--- config.mk ---
export PLATFORM = sky130hd
export DESIGN_NAME = clk_rate_gen
export DESIGN_NICKNAME = d
export VERILOG_FILES = /design/src/rtl/clk_rate_pkg.sv /design/src/rtl/clk_rate_gen_tick_prescaler.sv /design/src/rtl/clk_rate_gen.sv
export SDC_FILE = /design/constraint.sdc
export NUM_CORES = 1
export LEC_CHECK = 0
export ABC_AREA = 1
export BUFFER_PORTS_ARGS = -buffer_cell sky130_fd_sc_hd__buf_4
export CAP_MARGIN = 40
export CORE_UTILIZATION = 45
export CTS_BUF_LIST = sky130_fd_sc_hd__clkbuf_16
export DETAILED_ROUTE_END_ITERATION = 10
export SLEW_MARGIN = 25
export SYNTH_ARGS = -nofsm -noshare
export SYNTH_HDL_FRONTEND = slang
export SYNTH_SLANG_ARGS = --single-unit
--- constraint.sdc ---
create_clock -name i_clock -period 1.8 [get_ports i_clock]
set_clock_uncertainty 0.05 [all_clocks]
set_input_delay 0.36 -clock i_clock [delete_from_list [all_inputs] [get_ports i_clock]]
set_output_delay 0.36 -clock i_clock [all_outputs]
set_load 0.05 [all_outputs]
--- src/rtl/clk_rate_pkg.sv ---
// Shared definitions for the game-speed rate generator and the level-indexed rate selector.
package clk_rate_pkg;
  localparam int                 LEVEL_W   = 2;
  localparam logic [LEVEL_W-1:0] LEVEL_MAX = 2'd3;
  localparam int                 PHASE_W   = 4;

  // Level encoding seen by the rate selector: slowest rate first.
  typedef enum logic [LEVEL_W-1:0] {
    LVL_CL1 = 2'd0,
    LVL_CL2 = 2'd1,
    LVL_CL3 = 2'd2,
    LVL_CL4 = 2'd3
  } rate_level_e;

  function automatic rate_level_e level_inc(input rate_level_e l);
    return (l == LEVEL_MAX) ? l : rate_level_e'(l + 2'd1);
  endfunction
endpackage

--- src/rtl/clk_rate_gen_tick_prescaler.sv ---
// Divides the system clock by PRESCALE and flags the last enabled cycle of each period.
module tick_prescaler #(
  parameter int PRESCALE = 3_125_000
) (
  input  logic i_clock,
  input  logic i_reset,
  input  logic i_en,
  input  logic i_clear,
  output logic o_base_tick
);
  localparam int CNT_W = $clog2(PRESCALE);
  localparam logic [CNT_W-1:0] CNT_LAST = CNT_W'(PRESCALE - 1);

  logic [CNT_W-1:0] r_cnt;
  logic             w_wrap;

  assign w_wrap      = i_en && (r_cnt == CNT_LAST);
  assign o_base_tick = w_wrap;

  always_ff @(posedge i_clock or negedge i_reset) begin
    if (!i_reset)     r_cnt <= '0;
    else if (i_clear) r_cnt <= '0;
    else if (i_en)    r_cnt <= w_wrap ? '0 : r_cnt + CNT_W'(1);
  end
endmodule

--- src/rtl/clk_rate_gen.sv ---
// Four binary-weighted game-speed square waves, their rising-edge tick pulses and the difficulty level.
module clk_rate_gen
  import clk_rate_pkg::*;
#(
  parameter int PRESCALE = 3_125_000
) (
  input  logic               i_clock,
  input  logic               i_reset,
  input  logic               i_en,
  input  logic               i_clear,
  input  logic               i_level_up,
  output logic [LEVEL_W-1:0] o_level,
  output logic               o_CL1,
  output logic               o_CL2,
  output logic               o_CL3,
  output logic               o_CL4,
  output logic [3:0]         o_tick
);
  logic               w_base_tick;
  logic [PHASE_W-1:0] r_phase;
  logic [PHASE_W-1:0] w_phase_nxt;
  logic [PHASE_W-1:0] w_rise;
  logic [3:0]         w_tick_nxt;
  logic [3:0]         r_tick;
  rate_level_e        r_level;

  tick_prescaler #(.PRESCALE(PRESCALE)) u_prescaler (
    .i_clock     (i_clock),
    .i_reset     (i_reset),
    .i_en        (i_en),
    .i_clear     (i_clear),
    .o_base_tick (w_base_tick)
  );

  assign w_phase_nxt = r_phase + PHASE_W'(1);
  assign w_rise      = ~r_phase & w_phase_nxt;

  // tick[0] follows CL1 (phase MSB), tick[3] follows CL4 (phase LSB).
  always_comb begin
    w_tick_nxt = '0;
    for (int k = 0; k < 4; k++) w_tick_nxt[k] = w_base_tick & w_rise[3-k];
  end

  always_ff @(posedge i_clock or negedge i_reset) begin
    if (!i_reset) begin
      r_phase <= '0;
      r_tick  <= '0;
      r_level <= LVL_CL1;
    end else if (i_clear) begin
      r_phase <= '0;
      r_tick  <= '0;
      r_level <= LVL_CL1;
    end else begin
      if (w_base_tick) r_phase <= w_phase_nxt;
      r_tick <= w_tick_nxt;
      if (i_level_up) r_level <= level_inc(r_level);
    end
  end

  assign o_level = r_level;
  assign o_CL4   = r_phase[0];
  assign o_CL3   = r_phase[1];
  assign o_CL2   = r_phase[2];
  assign o_CL1   = r_phase[3];
  assign o_tick  = r_tick;
endmodule

==> out/results.tsv, run 1 <==
stage	metric	value	unit
global_routing	initial antenna violation count	0	
clock_tree	clock latency on the worst-skew pair	270	ps
timing	Slew Limit Fails	0	
logic_synthesis	Synth Flop Type	dfrtp_1	
layout	ANT cells	0	
route	DRC viols	0	
clock_tree	CTS max path bufs	2	
floorplan	Initial Utilization	48.3	%
min_path	hold depth	4	
critical_path	WP data arrival	1670	ps
critical_path	FF-to-FF path depth	7	
critical_path	Top delay family on crit path	simple AND/OR/NAND/NOR gates	
route	Pre-Repair DR Iteration Count	4	
placed_design	post-DP HPWL	2.95	mm
run_status	status	finished, final reports clean	
clock_tree	CTS tree	yes	
timing	Max transition margin	73.2	%
clock_tree	CTS Buf Count	5	
logic_synthesis	number of synthesized flops with an enable pin	0	
critical_path	R2R setup slack	230	ps
placed_design	number of I/O port buffers	14	
logic_synthesis	Seq/Total Area, Yosys	44.0	%
layout	Fill cells	365	
layout	final net count	274	
min_path	WHS Endpoint	u_prescaler.r_cnt[1]	
critical_path	critical path type	reg2reg	
critical_path	CP max stage delay	360	ps
min_path	Hold Startpoint	i_en	
timing	Min Clock Period, post-route	1570	ps
layout	layout cells sized above 1	12.1	%
timing	Slew @ Worst Pin	402	ps
floorplan	DIE HEIGHT	65.6	microns
timing	RSZ-0062 raised after global routing	false	
route	Routed Antenna Nets	0	
layout	commonest non-fill, non-tap cell in the layout	nor2_1	
timing	Worst Slack Setup Final	226	ps
timing	Hold Fails Final Rpt	0	
floorplan	die span in x	65.6	microns
floorplan	Core Footprint	3770	sq um
global_routing	gr ovfl total	0	
placed_design	pre-CTS setup slack	218	ps
logic_synthesis	Post-Synth Adder-Cell Area	4.12	%
timing	Peak Freq	635	MHz
clock_tree	total clock sinks	32	
floorplan	Ports	15	
global_routing	first-pass GRT wire length	6.50	mm
route	final wirelength	3.87	mm
logic_synthesis	Yosys cell types	22	
logic_synthesis	Synth Area in Compound Gates	3.02	%
logic_synthesis	gate count of the mapped netlist	242	
power_and_ir_drop	P_leak	1.01	nW
power_and_ir_drop	worst vdd ir	0.353	mV
min_path	worst min path class	in2reg	
logic_synthesis	ys async rst share	100	%
global_routing	GR Util All Layers	20.8	%
timing	Tcrit/Tclk final	87.5	%
logic_synthesis	multiplexer area fraction after synthesis	0.550	%
critical_path	RR Endpoint	u_prescaler.r_cnt[12]	
logic_synthesis	xor/xnor share of the synthesized area	5.29	%
clock_tree	H-tree depth	2	
critical_path	Buf/Inv on CP	1	
logic_synthesis	largest family of logic cells by synthesized area	simple AND/OR/NAND/NOR gates	
timing	Finish-stage setup viols	0	
critical_path	crit end category	flip-flop	
floorplan	Die Area	4300	sq um
critical_path	Startpoint Class	flip-flop	
logic_synthesis	Post-Syn Area per Cell	7.52	sq um
layout	Storage cell area	801	sq um
logic_synthesis	mapped cell area	1820	sq um
critical_path	Crit-path slowest cell	dfrtp_1	
critical_path	CP Max Fanout	15	
timing	TNS Setup	0	ps
critical_path	Worst EP required	1900	ps
power_and_ir_drop	Pwr per Cell Area	781	nW/um^2
route	vias per cell	4.86	
logic_synthesis	synthesized flop and latch total	32	
logic_synthesis	syn nets	253	
route	DRT iter0 DRCs	88	
logic_synthesis	Post-Synth Simple-Gate Area	35.2	%
critical_path	Critical Path Stages	7	
logic_synthesis	yosys warns	0	
critical_path	crit path cell chain	ha_1 > nand4_1 > nor2_1 > nand3_1 > nand2_2 > buf_12 > a21oi_1	
floorplan	Rows	22	
route	wire per inst	12.4	microns
layout	area of the multi-input gates	877	sq um
placed_design	gpl congestion	0.842	
global_routing	largest net degree at the start of global routing	33	
critical_path	RR Startpoint	u_prescaler.r_cnt[1]	
layout	commonest cells after routing, fill and taps aside	nor2_1 (58), nand2_1 (50), inv_1 (32), dfrtp_1 (32), nand3_1 (16)	
global_routing	number of global-route vias before repair	1360	
power_and_ir_drop	Final Power	1.66	mW
route	via count	1516	
clock_tree	CTS root buf	clkbuf_16	
run	max cap viols	0	
layout	P&R area growth vs syn	17.0	%
clock_tree	Clock Pin Slew Worst Setup and Hold Paths	50	ps
==> worst min-delay path, delay by kind of cell <==
family | cells | cell delay (ps)
simple gates | 3 | 170
buf+inv | 1 | 110
==> repair_timing <==
item | in CTS | in global routing
endpoints found under the hold margin | 32 | 0
buffers inserted | 0 | 0
hold buffers | 1 | 0
gates resized for setup | 0 | 0
==> how the worst max path moves through the flow <==
stage / slack, ps / endpoint / start
2_1_floorplan: 340 / r_phase[2] / r_phase[0]
6_report: 230 / u_prescaler.r_cnt[12] / u_prescaler.r_cnt[1]
3_5_place_dp: 220 / u_prescaler.r_cnt[12] / u_prescaler.r_cnt[1]
4_1_cts: 210 / u_prescaler.r_cnt[12] / u_prescaler.r_cnt[1]
3_3_place_gp: 230 / u_prescaler.r_cnt[12] / u_prescaler.r_cnt[0]
5_1_grt: 100 / u_prescaler.r_cnt[18] / u_prescaler.r_cnt[1]
==> report_power, final <==
part	internal [mW]	switching (mW)
Clock	0.495	0.273
Combinational	0.0432	0.0884
Sequential	0.744	0.0195
Total	1.28	0.381
==> layout make-up <==
class | count | area share (%)
clock inverters | 3 | 0.529
flip-flops and latches | 32 | 37.6
repair buffers | 16 | 6.35
inverters | 32 | 5.64
well taps | 48 | 2.82
multi-input cells | 176 | 41.2
clock buffers | 5 | 5.88
==> per-stage QoR <==
| step | std cells | utilization [%] | hold WS, ps | cell area, sq um |
|---|---|---|---|---|
| global placement | 303 | 52.6 | 275 | 1980 |
| finish | 312 | 56.5 | 363 | 2130 |
| detailed placement | 303 | 52.6 | 276 | 1980 |
| global route | 312 | 56.5 | 379 | 2130 |
| floorplan | 242 | - | 14.4 | 1820 |
| CTS | 312 | 56.5 | 360 | 2130 |
==> registers in the layout, summed over array words and instances (netlist names) <==
signal,flops
o_level,2
r_phase,4
o_tick,4
u_prescaler.r_cnt,22
==> cells by family (layout without fill, tap and decap cells) <==
kind of cell / after synthesis / after routing
buf+inv: 34 / 56
simple gates: 147 / 147
mux: 1 / 1
xor+xnor: 11 / 11
fa+ha+maj: 6 / 6
compound gates: 11 / 11
flops: 32 / 32
==> cells in the mapped netlist (4+ instances only) <==
library cell | n | area [sq um]
nor2_1 | 58 | 218
nor3_1 | 7 | 35.0
a21oi_1 | 5 | 25.0
xor2_1 | 9 | 78.8
ha_1 | 6 | 75.1
o21ai_0 | 6 | 30.0
nand2_2 | 4 | 25.0
dfrtp_1 | 32 | 801
inv_1 | 30 | 113
nand2_1 | 50 | 188
nand3_1 | 16 | 80.1
==> layer usage <==
| layer | vias to the layer above | track usage [%] | part of all wire, % |
|---|---|---|---|
| li1 | 790 | - | - |
| met1 | 692 | 27.1 | 50 |
| met2 | 29 | 32.9 | 46 |
| met3 | 5 | 5.73 | 3.7 |
| met4 | 0 | 7.34 | 0.98 |
| met5 | - | 0 | 0 |
Power figures use the tool's default switching activity.
==> run 2, diff against run 1 <==
--- a/config.mk
+++ b/config.mk
@@ -9,7 +9,6 @@
 export BUFFER_PORTS_ARGS = -buffer_cell sky130_fd_sc_hd__buf_4
 export CAP_MARGIN = 40
 export CORE_UTILIZATION = 45
-export CTS_BUF_LIST = sky130_fd_sc_hd__clkbuf_16
 export DETAILED_ROUTE_END_ITERATION = 10
 export SLEW_MARGIN = 25
 export SYNTH_ARGS = -nofsm -noshare
==> run 2 against run 1 <==
Against the previous run: core utilization down 1.2 points; cell count unchanged; die area unchanged; worst hold slack worse by 11 ps; sequential power about the same; critical endpoint unchanged; global-route usage down 0.74 points; combinational power about the same; design area down 2.2%; power down 13%.
==> out/results.tsv, run 2 (same netlist as run 1, synthesis figures left out) <==
stage	metric	value	unit	change
global_routing	GR Util All Layers	20.1	%	was 20.8%
power_and_ir_drop	Pwr per Cell Area	698	nW/um^2	was 781 nW/um^2
layout	final net count	274		unchanged
layout	Storage cell area	801	sq um	unchanged
critical_path	WP data arrival	1690	ps	was 1670 ps
floorplan	Ports	15		unchanged
power_and_ir_drop	P_leak	0.980	nW	was 1.01 nW
timing	Hold Fails Final Rpt	0		unchanged
layout	commonest cells after routing, fill and taps aside	nor2_1 (58), nand2_1 (50), dfrtp_1 (32)		was nor2_1 (58), nand2_1 (50), inv_1 (32), dfrtp_1 (32), nand3_1 (16)
clock_tree	Clock Pin Slew Worst Setup and Hold Paths	60	ps	was 50 ps
clock_tree	hold buffers post-CTS	1		unchanged
timing	Peak Freq	636	MHz	was 635 MHz
route	Routed Antenna Nets	0		unchanged
floorplan	Rows	22		unchanged
critical_path	Startpoint Class	flip-flop		unchanged
global_routing	first-pass GRT wire length	6.36	mm	was 6.50 mm
clock_tree	CTS max path bufs	2		unchanged
clock_tree	CTS Buf Count	5		unchanged
layout	max reg flops	22		unchanged
global_routing	initial antenna violation count	0		unchanged
route	final wirelength	3.80	mm	was 3.87 mm
clock_tree	total clock sinks	32		unchanged
timing	Max transition margin	73.2	%	about the same
floorplan	Die Area	4300	sq um	unchanged
critical_path	critical path type	reg2reg		unchanged
placed_design	number of I/O port buffers	14		unchanged
critical_path	crit end category	flip-flop		unchanged
floorplan	Core Footprint	3770	sq um	unchanged
layout	ANT cells	0		unchanged
route	DRC viols	0		unchanged
placed_design	gpl congestion	0.842		unchanged
critical_path	CP Max Fanout	15		unchanged
clock_tree	H-tree depth	2		unchanged
critical_path	CP max stage delay	370	ps	was 360 ps
timing	Tcrit/Tclk final	87.4	%	was 87.5%
layout	Fill cells	371		was 365
clock_tree	setup bufs post-CTS	0		unchanged
timing	Slew @ Worst Pin	402	ps	about the same
run	max cap viols	0		unchanged
floorplan	die span in x	65.6	microns	unchanged
min_path	worst min path class	in2reg		unchanged
layout	commonest non-fill, non-tap cell in the layout	nor2_1		unchanged
layout	P&R area growth vs syn	14.4	%	was 17.0%
critical_path	Buf/Inv on CP	1		unchanged
clock_tree	clock latency on the worst-skew pair	280	ps	was 270 ps
global_routing	number of global-route vias before repair	1358		was 1360
timing	RSZ-0062 raised after global routing	false		unchanged
layout	Biggest register	u_prescaler.r_cnt		unchanged
floorplan	DIE HEIGHT	65.6	microns	unchanged
clock_tree	CTS root buf	clkbuf_8		was clkbuf_16
route	vias per cell	4.77		was 4.86
placed_design	post-DP HPWL	2.95	mm	unchanged
clock_tree	number of gates resized after CTS	0		unchanged
global_routing	gr ovfl total	0		unchanged
timing	Min Clock Period, post-route	1570	ps	about the same
route	wire per inst	12.2	microns	was 12.4 microns
critical_path	crit path cell chain	ha_1 > nand4_1 > nor2_1 > nand3_1 > nand2_2 > buf_12 > a21oi_1		unchanged
route	DRT iter0 DRCs	70		was 88
layout	layout cells sized above 1	12.5	%	was 12.1%
timing	Slew Limit Fails	0		unchanged
clock_tree	CTS tree	yes		unchanged
route	Pre-Repair DR Iteration Count	4		unchanged
global_routing	largest net degree at the start of global routing	33		unchanged
power_and_ir_drop	worst vdd ir	0.295	mV	was 0.353 mV
critical_path	Worst EP required	1910	ps	was 1900 ps
timing	Finish-stage setup viols	0		unchanged
run_status	status	finished, final reports clean		unchanged
floorplan	Initial Utilization	48.3	%	unchanged
critical_path	Crit-path slowest cell	dfrtp_1		unchanged
layout	final core occ	55.2	%	was 56.5%
layout	area of the multi-input gates	877	sq um	unchanged
route	via count	1487		was 1516
timing	TNS Setup	0	ps	unchanged
critical_path	Top delay family on crit path	simple AND/OR/NAND/NOR gates		unchanged
-- run 2: cell count changes in the layout (fill, tap and decap cells not counted) --
| cell | delta |
|---|---|
| clkbuf_1 | +2 |
| clkbuf_16 | -5 |
| clkbuf_8 | +6 |
| clkinv_1 | -1 |
| inv_1 | -2 |
-- run 2: layout make-up --
class / count / area share, %
tap: 48 / 2.88
multi-input combinational: 176 / 42.1
timing repair buffer: 16 / 6.49
clock buffer: 8 / 4.32
inverter: 32 / 5.77
sequential: 32 / 38.4
-- run 2: per-layer routing --
| layer | GRT usage, % | wire length (microns) |
|---|---|---|
| met5 | 0 | 0 |
| met4 | 8.15 | 87 |
| met3 | 4.69 | 97 |
| met2 | 31.4 | 1670 |
| met1 | 26.4 | 1940 |
-- run 2: worst min-delay path, delay by kind of cell --
kind,cells,cell delay (ps)
AND/OR/NAND/NOR,3,170
buffers and inverters,1,110
-- run 2: per-stage QoR --
stage | hold WS, ps | setup slack [ps] | std cells | power (mW) | cell area, sq um
after floorplan | 14.4 | 344 | 242 | 0.854 | 1820
after global placement | 275 | 227 | 303 | 0.906 | 1980
after detailed placement | 276 | 218 | 303 | 0.906 | 1980
after CTS | 349 | 212 | 312 | 1.47 | 2080
after global routing | 365 | 103 | 312 | 1.52 | 2080
final | 352 | 227 | 312 | 1.45 | 2080
-- run 2: worst paths after layout --
| path | start | endpoint | slack, ps | cells after the start |
|---|---|---|---|---|
| max in group asynchronous | i_reset | u_prescaler.r_cnt[19] | 910 | 2 |
| min in group asynchronous | i_reset | u_prescaler.r_cnt[12] | 500 | 2 |
| max reg2reg | u_prescaler.r_cnt[1] | u_prescaler.r_cnt[12] | 230 | 7 |
| min reg2reg | u_prescaler.r_cnt[1] | u_prescaler.r_cnt[1] | 460 | 2 |
| min | i_en | u_prescaler.r_cnt[1] | 350 | 4 |
| max | u_prescaler.r_cnt[1] | u_prescaler.r_cnt[12] | 230 | 7 |
-- run 2: power breakdown --
part	switching [mW]	internal [mW]
Combinational	0.0881	0.0433
Clock	0.250	0.311
Sequential	0.0197	0.742
Total	0.357	1.10
==> run 3, diff against run 2 <==
--- a/config.mk
+++ b/config.mk
@@ -10,6 +10,7 @@
 export CAP_MARGIN = 40
 export CORE_UTILIZATION = 45
 export DETAILED_ROUTE_END_ITERATION = 10
+export MAX_ROUTING_LAYER = met4
 export SLEW_MARGIN = 25
 export SYNTH_ARGS = -nofsm -noshare
 export SYNTH_HDL_FRONTEND = slang
==> run 3 against run 2 <==
Against the previous run: core utilization unchanged; first-iteration DRC count increased by 4.3%; critical path type unchanged; combinational power about the same; critical endpoint unchanged; highest routed layer unchanged.
==> out/results.tsv, run 3 (same netlist as run 1, synthesis figures left out) <==
stage	metric	value	unit	change
global_routing	first-pass GRT wire length	6.36	mm	unchanged
power_and_ir_drop	Int Pwr	1.10	mW	about the same
placed_design	dpl cell area	1980	sq um	unchanged
timing	Hold Fails Final Rpt	0		unchanged
timing	Finish-stage setup viols	0		unchanged
min_path	worst min path class	in2reg		unchanged
clock_tree	total clock sinks	32		unchanged
power_and_ir_drop	Sw Pwr	361	uW	was 357 uW
floorplan	Ports	15		unchanged
critical_path	WP data arrival	1690	ps	about the same
route	wire per inst	12.2	microns	about the same
placed_design	gpl congestion	0.856		was 0.842
global_routing	number of global-route vias before repair	1360		was 1358
power_and_ir_drop	clock share of power	38.7	%	was 38.6%
floorplan	Rows	22		unchanged
critical_path	Crit-path slowest cell	dfrtp_1		unchanged
critical_path	crit end category	flip-flop		unchanged
clock_tree	CTS Buf Count	5		unchanged
power_and_ir_drop	Sw Share	24.8	%	was 24.6%
critical_path	CP Max Fanout	15		unchanged
run_status	status	finished, final reports clean		unchanged
placed_design	pre-CTS setup slack	218	ps	unchanged
route	Pre-Repair DR Iteration Count	4		unchanged
timing	Slew @ Worst Pin	398	ps	was 402 ps
critical_path	CP max stage delay	370	ps	about the same
route	final wirelength	3.81	mm	was 3.80 mm
clock_tree	clock latency on the worst-skew pair	280	ps	about the same
clock_tree	hold buffers post-CTS	1		unchanged
route	DRC viols	0		unchanged
critical_path	Buf/Inv on CP	1		unchanged
route	Routed Antenna Nets	0		unchanged
layout	commonest cells after routing, fill and taps aside	nor2_1 (58), nand2_1 (50), dfrtp_1 (32)		unchanged
run	max cap viols	0		unchanged
placed_design	number of I/O port buffers	14		unchanged
floorplan	Initial Utilization	48.3	%	unchanged
placed_design	post-DP HPWL	2.95	mm	unchanged
route	DRT iter0 DRCs	73		was 70
layout	max reg flops	22		unchanged
timing	Tcrit/Tclk final	87.4	%	about the same
power_and_ir_drop	sequential power share	52.2	%	was 52.4%
clock_tree	H-tree depth	2		unchanged
floorplan	Core Footprint	3770	sq um	unchanged
timing	RSZ-0062 raised after global routing	false		unchanged
clock_tree	CTS max path bufs	2		unchanged
route	vias per cell	4.75		was 4.77
layout	final net count	274		unchanged
global_routing	largest net degree at the start of global routing	33		unchanged
floorplan	die span in x	65.6	microns	unchanged
layout	commonest non-fill, non-tap cell in the layout	nor2_1		unchanged
floorplan	DIE HEIGHT	65.6	microns	unchanged
power_and_ir_drop	P_leak	0.980	nW	unchanged
layout	Biggest register	u_prescaler.r_cnt		unchanged
clock_tree	CTS tree	yes		unchanged
clock_tree	setup bufs post-CTS	0		unchanged
timing	Slew Limit Fails	0		unchanged
clock_tree	CTS root buf	clkbuf_8		unchanged
global_routing	gr ovfl total	0		unchanged
critical_path	crit path cell chain	ha_1 > nand4_1 > nor2_1 > nand3_1 > nand2_2 > buf_12 > a21oi_1		unchanged
critical_path	critical path type	reg2reg		unchanged
power_and_ir_drop	Final Power	1.46	mW	was 1.45 mW
layout	ANT cells	0		unchanged
global_routing	initial antenna violation count	0		unchanged
critical_path	Worst EP required	1910	ps	about the same
timing	Worst Slack Setup Final	226	ps	was 227 ps
layout	P&R area growth vs syn	14.4	%	unchanged
layout	layout cells sized above 1	12.5	%	unchanged
critical_path	Startpoint Class	flip-flop		unchanged
timing	Max transition margin	73.4	%	was 73.2%
power_and_ir_drop	worst vdd ir	0.297	mV	was 0.295 mV
global_routing	GR Util All Layers	20.6	%	was 20.1%
clock_tree	number of gates resized after CTS	0		unchanged
critical_path	Top delay family on crit path	simple AND/OR/NAND/NOR gates		unchanged
timing	Peak Freq	635	MHz	was 636 MHz
layout	design area	2080	sq um	unchanged
clock_tree	Clock Pin Slew Worst Setup and Hold Paths	70	ps	was 60 ps
floorplan	Die Area	4300	sq um	unchanged
power_and_ir_drop	Pwr per Cell Area	700	nW/um^2	was 698 nW/um^2
route	via count	1481		was 1487
timing	Min Clock Period, post-route	1570	ps	about the same
timing	TNS Setup	0	ps	unchanged
power_and_ir_drop	combinational share of power	9.0	%	about the same
run 3: cell counts in the layout (fill, tap and decap cells not counted):
Identical to the previous run, type by type.
run 3: path summary, 6_finish.rpt:
check / start / end / slack [ps] / depth (start not counted)
min: i_en / u_prescaler.r_cnt[1] / 350 / 4
max: u_prescaler.r_cnt[1] / u_prescaler.r_cnt[12] / 230 / 7
max in group asynchronous: i_reset / u_prescaler.r_cnt[19] / 920 / 2
min reg2reg: u_prescaler.r_cnt[1] / u_prescaler.r_cnt[1] / 460 / 2
min in group asynchronous: i_reset / u_prescaler.r_cnt[13] / 500 / 2
max reg2reg: u_prescaler.r_cnt[1] / u_prescaler.r_cnt[12] / 230 / 7
run 3: metrics by stage:
stage	hold WS [ps]	instances	utilization, %
detailed placement	276	303	52.6
global route	365	312	55.2
finish	351	312	55.2
CTS	349	312	55.2
global placement	275	303	52.6
floorplan	14.4	242	-
run 3: worst min-delay path, delay by kind of cell:
family        cells  cell delay [ps]
buf+inv           1              110
simple gates      3              170
run 3: layout make-up:
| cell class | instances | area [sq um] |
|---|---|---|
| fillers | 371 | 1690 |
| flip-flops and latches | 32 | 801 |
| clock buffers | 8 | 90.1 |
| well taps | 48 | 60.1 |
| multi-input cells | 176 | 877 |
| inverters | 32 | 120 |
| repair buffers | 16 | 135 |
run 3: per-layer routing:
metal	vias to the layer above	global-route usage [%]	wire length, microns
met5	-	-	0
met4	0	8.15	69
met3	9	4.69	113
met2	21	31.8	1690
met1	667	26.2	1940
li1	784	-	-
run 3: power groups by stage:
| stage | clock (mW) | sequential, mW | combinational (mW) |
|---|---|---|---|
| 2_1_floorplan | 0 | 0.784 | 0.0701 |
| 3_3_place_gp | 0 | 0.774 | 0.132 |
| 3_5_place_dp | 0 | 0.774 | 0.132 |
| 4_1_cts | 0.576 | 0.761 | 0.134 |
| 5_1_grt | 0.610 | 0.763 | 0.147 |
| 6_report | 0.565 | 0.762 | 0.131 |
